$ cat config.mk
export PLATFORM = sky130hd
export DESIGN_NAME = dma_addr_count_flat
export DESIGN_NICKNAME = d
export VERILOG_FILES = /design/src/rtl/dma_addr_count_pkg.sv /design/src/rtl/dma_addr_count_if.sv /design/src/rtl/dma_addr_count_channel_regs.sv /design/src/rtl/dma_addr_count.sv /design/src/flat_wrapper.sv
export SDC_FILE = /design/constraint.sdc
export NUM_CORES = 1
export LEC_CHECK = 0
export CAP_MARGIN = 20
export CORE_UTILIZATION = 53
export DETAILED_ROUTE_END_ITERATION = 6
export PLACE_DENSITY = 0.7
export RECOVER_POWER = 50
export SLEW_MARGIN = 20
export SYNTH_ARGS = -nofsm -noshare
export SYNTH_HDL_FRONTEND = slang
export SYNTH_HIERARCHICAL = 1
export SYNTH_SLANG_ARGS = --single-unit
$ cat constraint.sdc
create_clock -name clk -period 8.1 [get_ports clk]
set_input_delay 1.62 -clock clk [delete_from_list [all_inputs] [get_ports clk]]
set_output_delay 1.62 -clock clk [all_outputs]
set_load 0.02 [all_outputs]
$ cat src/rtl/dma_addr_count_pkg.sv
// Shared types and register offsets for the DMA address/count datapath.
package dma_addr_count_pkg;

  localparam int unsigned AW    = 16;
  localparam int unsigned NSLOT = 4;

  localparam logic [3:0] REG_STATUS = 4'h8;
  localparam logic [3:0] REG_MODE   = 4'hB;
  localparam logic [3:0] REG_CLRFF  = 4'hC;
  localparam logic [3:0] REG_MCLR   = 4'hD;

  typedef enum logic [1:0] {
    VERIFY = 2'b00,
    WRITE  = 2'b01,
    READ   = 2'b10
  } xfer_type_t;

  typedef struct packed {
    logic       autoinit;
    logic       decrement;
    xfer_type_t xfer_type;
  } mode_t;

  // Mode register byte layout: [1:0] channel, [3:2] type, [4] autoinit, [5] decrement.
  function automatic mode_t decode_mode(input logic [5:2] db);
    mode_t m;
    m.autoinit  = db[4];
    m.decrement = db[5];
    m.xfer_type = xfer_type_t'(db[3:2]);
    return m;
  endfunction

endpackage

$ cat src/rtl/dma_addr_count_if.sv
// CPU register bus of the DMA controller.
interface dma_addr_count_if;
  logic       CS_N;
  logic       AEN;
  logic       IOW_N;
  logic       IOR_N;
  logic [3:0] A;
  logic [7:0] DB_in;
  logic [7:0] DB_out;

  modport master (output CS_N, AEN, IOW_N, IOR_N, A, DB_in, input DB_out);
  modport slave  (input CS_N, AEN, IOW_N, IOR_N, A, DB_in, output DB_out);
endinterface

$ cat src/rtl/dma_addr_count_channel_regs.sv
// One channel's base/current address and count plus mode; byte writes, step, autoinit.
module dma_addr_count_channel_regs
  import dma_addr_count_pkg::*;
(
  input  logic          clk,
  input  logic          rst,
  input  logic          wr_i,
  input  logic          wr_count_i,
  input  logic          wr_hi_i,
  input  logic [7:0]    wr_data_i,
  input  logic          mode_we_i,
  input  mode_t         mode_i,
  input  logic          step_i,
  output logic [AW-1:0] cur_addr_o,
  output logic [AW-1:0] cur_count_o,
  output logic          decrement_o,
  output xfer_type_t    xfer_type_o
);

  logic [AW-1:0] base_addr_q, base_addr_d;
  logic [AW-1:0] base_count_q, base_count_d;
  logic [AW-1:0] cur_addr_q, cur_addr_d;
  logic [AW-1:0] cur_count_q, cur_count_d;
  mode_t         mode_q, mode_d;

  // A CPU byte write to this channel takes priority over a concurrent step.
  always_comb begin
    base_addr_d  = base_addr_q;
    base_count_d = base_count_q;
    cur_addr_d   = cur_addr_q;
    cur_count_d  = cur_count_q;
    mode_d       = mode_q;
    if (wr_i) begin
      if (wr_count_i) begin
        if (wr_hi_i) begin
          base_count_d[15:8] = wr_data_i;
          cur_count_d[15:8]  = wr_data_i;
        end else begin
          base_count_d[7:0] = wr_data_i;
          cur_count_d[7:0]  = wr_data_i;
        end
      end else begin
        if (wr_hi_i) begin
          base_addr_d[15:8] = wr_data_i;
          cur_addr_d[15:8]  = wr_data_i;
        end else begin
          base_addr_d[7:0] = wr_data_i;
          cur_addr_d[7:0]  = wr_data_i;
        end
      end
    end else if (step_i) begin
      if (mode_q.autoinit && (cur_count_q == '0)) begin
        cur_addr_d  = base_addr_q;
        cur_count_d = base_count_q;
      end else begin
        cur_addr_d  = mode_q.decrement ? (cur_addr_q - AW'(1)) : (cur_addr_q + AW'(1));
        cur_count_d = cur_count_q - AW'(1);
      end
    end
    if (mode_we_i) mode_d = mode_i;
  end

  always_ff @(posedge clk) begin
    if (rst) begin
      base_addr_q  <= '0;
      base_count_q <= '0;
      cur_addr_q   <= '0;
      cur_count_q  <= '0;
      mode_q       <= '0;
    end else begin
      base_addr_q  <= base_addr_d;
      base_count_q <= base_count_d;
      cur_addr_q   <= cur_addr_d;
      cur_count_q  <= cur_count_d;
      mode_q       <= mode_d;
    end
  end

  assign cur_addr_o  = cur_addr_q;
  assign cur_count_o = cur_count_q;
  assign decrement_o = mode_q.decrement;
  assign xfer_type_o = mode_q.xfer_type;

endmodule

$ cat src/rtl/dma_addr_count.sv
// DMA address/word-count datapath: CPU register decode, byte-pointer FF, TC status,
// per-channel registers and the active-channel output muxes.
module dma_addr_count
  import dma_addr_count_pkg::*;
#(
  parameter int unsigned NCH = 4
) (
  input  logic             clk,
  input  logic             rst,
  dma_addr_count_if.slave  bus,
  input  logic [1:0]       ch_sel,
  input  logic             step,
  input  logic             ldUpperAddr,
  output logic [7:0]       addr_lo,
  output logic [7:0]       addr_hi,
  output logic             carryPresent,
  output logic             TC,
  output logic             isRead
);

  logic       ff_q, ff_d;
  logic [3:0] status_q, status_d;
  logic       cpu_ok, wr, rd, ac_hit, mclr, rst_all, ch_valid;
  logic [3:0] tc_set;

  logic [AW-1:0] cur_addr  [NSLOT];
  logic [AW-1:0] cur_count [NSLOT];
  logic          dec_a     [NSLOT];
  xfer_type_t    type_a    [NSLOT];

  // Overlapping strobes or DMA bus ownership make the access invisible.
  assign cpu_ok   = !bus.CS_N && !bus.AEN && (bus.IOR_N || bus.IOW_N);
  assign wr       = cpu_ok && !bus.IOW_N;
  assign rd       = cpu_ok && !bus.IOR_N;
  assign ac_hit   = !bus.A[3];
  assign mclr     = wr && (bus.A == REG_MCLR);
  assign rst_all  = rst || mclr;
  assign ch_valid = 32'(ch_sel) < NCH;

  for (genvar c = 0; c < NSLOT; c++) begin : g_ch
    if (c < NCH) begin : g_on
      dma_addr_count_channel_regs u_regs (
        .clk        (clk),
        .rst        (rst_all),
        .wr_i       (wr && ac_hit && (bus.A[2:1] == 2'(c))),
        .wr_count_i (bus.A[0]),
        .wr_hi_i    (ff_q),
        .wr_data_i  (bus.DB_in),
        .mode_we_i  (wr && (bus.A == REG_MODE) && (bus.DB_in[1:0] == 2'(c))),
        .mode_i     (decode_mode(bus.DB_in[5:2])),
        .step_i     (step && (ch_sel == 2'(c))),
        .cur_addr_o (cur_addr[c]),
        .cur_count_o(cur_count[c]),
        .decrement_o(dec_a[c]),
        .xfer_type_o(type_a[c])
      );
    end else begin : g_off
      assign cur_addr[c]  = '0;
      assign cur_count[c] = '0;
      assign dec_a[c]     = 1'b0;
      assign type_a[c]    = VERIFY;
    end
  end

  always_comb begin
    tc_set = '0;
    if (step && ch_valid && (cur_count[ch_sel] == '0)) tc_set[ch_sel] = 1'b1;

    status_d = (rd && (bus.A == REG_STATUS)) ? 4'b0 : status_q;
    status_d = status_d | tc_set;

    ff_d = ff_q;
    if ((wr || rd) && ac_hit) ff_d = ~ff_q;
    if (wr && (bus.A == REG_CLRFF)) ff_d = 1'b0;
  end

  always_ff @(posedge clk) begin
    if (rst_all) begin
      ff_q     <= 1'b0;
      status_q <= '0;
    end else begin
      ff_q     <= ff_d;
      status_q <= status_d;
    end
  end

  // Read data is combinational so it is valid within the single-cycle IOR_N pulse.
  always_comb begin
    bus.DB_out = 8'h00;
    if (rd) begin
      if (ac_hit) begin
        if (bus.A[0]) bus.DB_out = ff_q ? cur_count[bus.A[2:1]][15:8] : cur_count[bus.A[2:1]][7:0];
        else          bus.DB_out = ff_q ? cur_addr[bus.A[2:1]][15:8]  : cur_addr[bus.A[2:1]][7:0];
      end else if (bus.A == REG_STATUS) begin
        bus.DB_out = {4'b0, status_q};
      end
    end
  end

  assign addr_lo      = cur_addr[ch_sel][7:0];
  assign addr_hi      = ldUpperAddr ? cur_addr[ch_sel][15:8] : 8'h00;
  assign carryPresent = ch_valid && (dec_a[ch_sel] ? (cur_addr[ch_sel][7:0] == 8'h00)
                                                   : (cur_addr[ch_sel][7:0] == 8'hFF));
  assign TC           = ch_valid && (cur_count[ch_sel] == '0);
  assign isRead       = ch_valid && (type_a[ch_sel] == READ);

endmodule
$ cat src/flat_wrapper.sv
// flat-port wrapper written by rule: the top's interface ports become plain ports
module dma_addr_count_flat import dma_addr_count_pkg::*;
#(
  parameter int unsigned NCH = 4
)
  (clk, rst, ch_sel, step, ldUpperAddr, addr_lo, addr_hi, carryPresent, TC, isRead, bus_CS_N, bus_AEN, bus_IOW_N, bus_IOR_N, bus_A, bus_DB_in, bus_DB_out);
  dma_addr_count_if bus_i ();
  input  logic clk;
  input  logic rst;
  input  logic [1:0] ch_sel;
  input  logic step;
  input  logic ldUpperAddr;
  output logic [7:0] addr_lo;
  output logic [7:0] addr_hi;
  output logic carryPresent;
  output logic TC;
  output logic isRead;
  input wire logic [$bits(bus_i.CS_N)-1:0] bus_CS_N;
  input wire logic [$bits(bus_i.AEN)-1:0] bus_AEN;
  input wire logic [$bits(bus_i.IOW_N)-1:0] bus_IOW_N;
  input wire logic [$bits(bus_i.IOR_N)-1:0] bus_IOR_N;
  input wire logic [$bits(bus_i.A)-1:0] bus_A;
  input wire logic [$bits(bus_i.DB_in)-1:0] bus_DB_in;
  output wire logic [$bits(bus_i.DB_out)-1:0] bus_DB_out;
  assign bus_i.CS_N = bus_CS_N;
  assign bus_i.AEN = bus_AEN;
  assign bus_i.IOW_N = bus_IOW_N;
  assign bus_i.IOR_N = bus_IOR_N;
  assign bus_i.A = bus_A;
  assign bus_i.DB_in = bus_DB_in;
  assign bus_DB_out = bus_i.DB_out;
  dma_addr_count #(.NCH(NCH)) u_core (.clk(clk), .rst(rst), .bus(bus_i), .ch_sel(ch_sel), .step(step), .ldUpperAddr(ldUpperAddr), .addr_lo(addr_lo), .addr_hi(addr_hi), .carryPresent(carryPresent), .TC(TC), .isRead(isRead));
endmodule
Word level (Yosys, flattened, before mapping)
Cells that the tools add are included.
{"block": "word_totals", "register_bits": 277, "word_cells": 242, "inputBits": 22, "output_inout_bits": 27}
{"block": "op_classes", "add_sub_neg": 12, "n_eq_ne": 31, "n_reduce_logical": 82, "mux": 62, "n_lt_le_gt_ge": 4, "bitwise_logic": 5}
{"operator": "$mux W16", "count": 38}
{"operator": "$bmux W16 S2", "count": 4}
{"operator": "$sub A16 B1 Y16 const B", "count": 8}
{"operator": "$reduce_and A3 Y1", "count": 32}
{"operator": "$logic_not A16 Y1", "count": 5}
{"operator": "$add A16 B1 Y16 const B", "count": 4}
{"operator": "$mux W8", "count": 8}
{"operator": "$logic_and A1 B1 Y1", "count": 28}
{"operator": "$ne A2 B2 Y1 const B", "count": 12}
{"operator": "$eq A4 B4 Y1 const B", "count": 4}
{"operator": "$eq A2 B2 Y1 const B", "count": 7}
{"operator": "$mux W4", "count": 3}
{"operator": "$eq A8 B8 Y1 const B", "count": 1}
{"operator": "$logic_not A8 Y1", "count": 1}
{"operator": "$ne A2 B1 Y1 const B", "count": 4}
{"operator": "$reduce_bool A2 Y1", "count": 4}
{"operator": "$eq A2 B1 Y1 const B", "count": 3}
{"operator": "$ge A3 B3 Y1 const B", "count": 2}
{"operator": "$logic_not A2 Y1", "count": 3}
{"operator": "$not A2 Y3", "count": 2}
{"operator": "$logic_not A1 Y1", "count": 5}
{"operator": "$bmux W2 S2", "count": 1}
{"operator": "$mux W1", "count": 4}
{"operator": "$mux W2", "count": 2}
{"operator": "8 further kinds", "count": 11}

Logic depth before layout (Yosys ltp)
{"block": "logic_depth", "ltp_word": 8, "mapped_depth": 13, "ltp_nobuf": 9}

Cells and area by module
The synthesis kept the hierarchy.
{"mod": "dma_addr_count_channel_regs at u_core.g_ch[1].g_on.u_regs ...", "cells_per_inst": 504, "area_per_inst_um2": 4115.2, "n_inst": 2, "seq_area_each_um2": 1361.3}
{"mod": "dma_addr_count_channel_regs at u_core.g_ch[0].g_on.u_regs", "cells_per_inst": 512, "area_per_inst_um2": 4159.0, "n_inst": 1, "seq_area_each_um2": 1361.3}
{"mod": "dma_addr_count_channel_regs at u_core.g_ch[3].g_on.u_regs", "cells_per_inst": 503, "area_per_inst_um2": 4026.4, "n_inst": 1, "seq_area_each_um2": 1361.3}
{"mod": "dma_addr_count", "cells_per_inst": 187, "area_per_inst_um2": 2138.3, "n_inst": 1, "seq_area_each_um2": 100.1}

Least setup slack after synthesis
No wires, ideal clock.
{"block": "synth_timing", "path_type": "input to output", "from": "in ch_sel[0]", "to": "out carryPresent", "n_path_buf": 1, "path_slack_ns": 3.310, "arrival_ns": 3.170, "t_required_ns": 6.480, "stages": 5, "path_cell_list": "buf_6 mux4_2 nor4_1 nand3b_1 o41ai_2"}
{"block": "synth_between", "elab_chain_cells": 6, "elab_cells_between_ends": 10, "cone_classes": "1 x eq/ne; 7 x mux; 1 x bitwise; 1 x reduce/logical"}
{"item": "start: declaration", "line": "flat_wrapper.sv:10", "text": "input logic [1:0] ch_sel;"}
{"item": "$not A2 Y3 *"}
{"item": "$bmux W16 S2 *"}
{"item": "$mux W16 * (2 in a row)"}
{"item": "net addr_lo[1]", "line": "flat_wrapper.sv:13", "text": "output logic [7:0] addr_lo;"}
{"item": "$eq A8 B8 Y1 or $logic_not A8 Y1 (tied branches)", "line": "dma_addr_count.sv:103, dma_addr_count.sv:102"}
{"item": "$mux W1 *", "line": "dma_addr_count.sv:102", "text": "assign carryPresent = ch_valid && (dec_a[ch_sel] ? (cur_addr[ch_sel][7:0] == 8'h00)"}
{"item": "end: declaration", "line": "flat_wrapper.sv:15", "text": "output logic carryPresent;"}
The timed path passes the listed nets; every way through them passes the cells marked *. The select of a mux whose other input is x is not followed.

Worst setup path after layout
{"block": "layout_timing", "from": "in bus_A[2]", "to": "reg u_core.g_ch[1].g_on.u_regs.cur_addr_q[12]"}
{"block": "layout_between", "elab_cells_between_ends": 10, "cone_classes": "4 x eq/ne; 1 x mux; 5 x reduce/logical"}
{"item": "start: declaration", "line": "flat_wrapper.sv:22", "text": "input wire logic [$bits(bus_i.A)-1:0] bus_A;"}
{"item": "$eq A4 B4 Y1", "line": "dma_addr_count.sv:36", "text": "assign mclr = wr && (bus.A == REG_MCLR);"}
{"item": "$logic_and A1 B1 Y1", "line": "dma_addr_count.sv:36"}
{"item": "$logic_or A1 B1 Y1", "line": "dma_addr_count.sv:37", "text": "assign rst_all = rst || mclr;"}
{"item": "net u_core.rst_all", "line": "dma_addr_count.sv:23", "text": "logic cpu_ok, wr, rd, ac_hit, mclr, rst_all, ch_valid;"}
{"item": "end signal: assignment", "line": "dma_addr_count_channel_regs.sv:73", "text": "cur_addr_q <= cur_addr_d;"}
{"item": "end: declaration", "line": "dma_addr_count_channel_regs.sv:22", "text": "logic [AW-1:0] cur_addr_q, cur_addr_d;"}
The timed path passes the listed nets, and every way through them passes these cells.
A chain may end at the register's enable or synchronous reset.

==> flow_metrics.env <==
export IMPL_rows=68
export IMPL_crit_buf_inv=2
export IMPL_area_growth_pct=8.75
export IMPL_finalMaxSlewViolations=138
export IMPL_ios=49
export IMPL_clk_pin_slew_worst_paths_ps=50
export IMPL_start_util_pct=53.8
export IMPL_ant_nets=0
export IMPL_maxSlewHeadroom_pct=-141
export IMPL_cp_end_kind="flip-flop"
export IMPL_cp_start_kind="primary input"
export IMPL_cts_resized=0
export IMPL_status="finished with violations"
export IMPL_async_reset_ff_share_pct=0
export IMPL_synth_adder_area_share_pct=4.75
export IMPL_synth_xor_area_share_pct=3.59
export IMPL_synth_compound_area_share_pct=19.6
export IMPL_ir_drop_mv=0.167
export IMPL_synth_warnings=6
export IMPL_synth_cells=2210
export IMPL_ys_types=87
export IMPL_routed_via_density=6.70
export IMPL_first_pass_iters=5
export IMPL_drt_total_wl_mm=62.8
export IMPL_grt_overflow_total=0
export IMPL_cp_max_fo=95
export IMPL_fin_area_mm2=0.0202
export IMPL_core_area_mm2=0.0345
export IMPL_nFillCells=3175
export IMPL_cts_max_path_buffers=3
export IMPL_switching_share_pct=28.4
export IMPL_rsz0062_at_grt="false"
export IMPL_wl_per_cell_um=23.7
export IMPL_final_cell_mix="nand2_1, dfxtp_1, nor2_1"
export IMPL_hold_buffers=0
export IMPL_tns_ps=0
export IMPL_setup_violations=0
export IMPL_synth_top_family_by_area="simple AND/OR/NAND/NOR gates"
export IMPL_hpwl_mm=43.4
export IMPL_cpMaxStageDelayCell="a41o_1"
export IMPL_path_class="in2reg"
export IMPL_skew_ps=14.3
export IMPL_syn_cell_area_mm2=0.0186
export IMPL_clock_root_buffer="clkbuf_16"
export IMPL_grt_pass1_vias=16374
export IMPL_die_h_um=189
export IMPL_track_usage_pct=34.6
export IMPL_p_seq_share_pct=41.8
export IMPL_layout_cells_most_common="nand2_1"
export IMPL_dieArea_mm2=0.0358
export IMPL_cts_tree="built"
export IMPL_clock_latency_ps=520
export IMPL_tightestPinTransition_ps=3620
export IMPL_first_iter_violations=2040
export IMPL_combPwrFrac_pct=16.0
export IMPL_drive_gt1_share_pct=9.62
export IMPL_switchingPower_w=0.00101
export IMPL_routed_via_count=17747
export IMPL_cts_buffers=34
export IMPL_critPathTopFamily="compound AO/OA/AOI/OAI gates"
export IMPL_maxCapViolCount=2
export IMPL_finalHoldViolCount=0
export IMPL_syn_nets=2300
export IMPL_grt_pass1_wl_mm=96.5
export IMPL_cp_cell_sequence="dlygate4sd3_1 > nor2b_1 > a41o_1 > buf_12 > o21bai_1 > or3_1 > o22ai_1"
export IMPL_die_w_um=189
export IMPL_placedInstanceArea_mm2=0.0191
export IMPL_dp_cells=2590
export IMPL_cts_max_level=2
export IMPL_ys_seq_elements=277
export IMPL_synthMuxAreaShare_pct=12.8
export IMPL_finalNonFillerCells=2650
export IMPL_clkPwrFrac_pct=42.2
export IMPL_grt_max_degree=96
export IMPL_io_buffers=48
export IMPL_post_cts_setup_buffers=0
export IMPL_period_share_pct=79.4
export IMPL_failed_checks="max-capacitance violations, max-slew violations"
export IMPL_syn_avg_cell_area_um2=8.40
export IMPL_nets=2261
export IMPL_synth_simple_gate_area_share_pct=24.6
export IMPL_drc_errors=0
export IMPL_antenna_found_initial=4
export IMPL_worstPathRequired_ps=8490
export IMPL_powerDensity_mw_per_mm2=176
export IMPL_hold_class="reg2reg"
export IMPL_fmax_ghz=0.155
export IMPL_cts_num_sinks=277
export IMPL_internal_power_w=0.00255
export IMPL_gp_congestion=0.985
export IMPL_yosysSeqAreaShare_pct=29.9
export IMPL_worstPathArrival_ps=6820
export IMPL_synth_edf_count=0
export IMPL_leakagePower_nw=7.92
export IMPL_postLayoutCoreUtil_pct=58.6
export IMPL_reg2reg_setup_slack_ps=4800
export IMPL_synth_flop_cell="dfxtp_1"
export IMPL_period_needed_ps=6430
export IMPL_slowest_delay_ps=2690
==> state kept, by name (all words and copies together), names as in the netlist <==
signal and cells:
u_core/ff_q 1, u_core/g_ch.g_on.u_regs/base_addr_q 64, u_core/g_ch.g_on.u_regs/base_count_q 64, u_core/g_ch.g_on.u_regs/xfer_type_o 8, u_core/g_ch.g_on.u_regs/decrement_o 4, u_core/g_ch.g_on.u_regs/mode_q 4
u_core/status_q 4, u_core/g_ch.g_on.u_regs/cur_addr_o 64, u_core/g_ch.g_on.u_regs/cur_count_o 64
==> cell families (layout without fill, tap and decap cells) <==
group	count (synthesis)	count (layout)
XOR/XNOR	76	76
AO/OA/AOI/OAI	509	509
AND/OR/NAND/NOR	930	930
multiplexers	167	167
adder cells (fa/ha/maj)	68	68
buffers and inverters	183	167
other	0	1
flip-flops	277	277
==> synth_stat cells, types with 19 or more instances <==
cell type	number	area, um^2
nand3_1	47	235
inv_1	32	120
nand2_1	306	1150
xnor2_1	44	385
nor3_1	41	205
xor2_1	32	280
buf_1	20	75.1
or3_1	19	119
nor2_1	266	998
a211oi_1	35	263
clkbuf_1	85	319
a21oi_1	158	791
and3_1	19	119
a21o_1	42	315
a211o_1	29	254
mux2i_1	106	1060
dfxtp_1	277	5550
o21ai_0	43	215
nand2b_1	26	163
mux4_2	49	1100
buf_2	20	100
nor4_1	46	288
a311oi_1	37	324
ha_1	64	801
nand3b_1	29	218
==> through the flow <==
stage	power [W]	setup slack, ps	hold WS (ps)
after floorplan	0.00189	3310	425
after global placement	0.00205	1920	439
after detailed placement	0.00207	1830	442
after CTS	0.00356	1830	450
after global routing	0.00368	1430	474
final	0.00356	1670	450
==> final cells by class <==
type / instances / area (um^2) / share of cell area, %
multi-input combinational: 1750 / 12100 / 60.2
sequential: 277 / 5550 / 27.5
clock buffer: 56 / 1080 / 5.34
timing repair buffer: 76 / 699 / 3.47
tap: 455 / 569 / 2.82
inverter: 32 / 120 / 0.595
clock inverter: 3 / 15.0 / 0.0744
antenna: 1 / 2.50 / 0.0124
==> path summary, 6_finish.rpt <==
path | start | endpoint | depth (start not counted)
max reg2reg | u_core/g_ch[1].g_on.u_regs/decrement_o | u_core/g_ch[1].g_on.u_regs/cur_addr_o[15] | 7
max | bus_A[2] | u_core/g_ch[1].g_on.u_regs/cur_addr_o[12] | 7
min | u_core/g_ch[0].g_on.u_regs/base_addr_q[12] | u_core/g_ch[0].g_on.u_regs/base_addr_q[12] | 2
min reg2reg | u_core/g_ch[0].g_on.u_regs/base_addr_q[12] | u_core/g_ch[0].g_on.u_regs/base_addr_q[12] | 2
==> worst reg2reg max path, delay by kind of cell (launching register included) <==
| kind | cells | cell delay, ps |
|---|---|---|
| adder cells (fa/ha/maj) | 1 | 380 |
| AO/OA/AOI/OAI | 6 | 1960 |
| flip-flops | 1 | 880 |
==> power by group through the flow <==
stage | clock, W | sequential (W) | combinational (W)
6_report | 0.00150 | 0.00149 | 0.000571
5_1_grt | 0.00158 | 0.00149 | 0.000613
4_1_cts | 0.00152 | 0.00148 | 0.000558
3_5_place_dp | 0 | 0.00151 | 0.000555
3_3_place_gp | 0 | 0.00151 | 0.000542
2_1_floorplan | 0 | 0.00146 | 0.000425
==> per-layer routing <==
| metal | track usage (%) | wire length, um |
|---|---|---|
| met5 | 0 | 27 |
| met4 | 15.4 | 2720 |
| met3 | 6.08 | 6660 |
| met2 | 54.8 | 28200 |
| met1 | 46.1 | 25200 |
No activity file was read; power rests on OpenSTA's default activity.
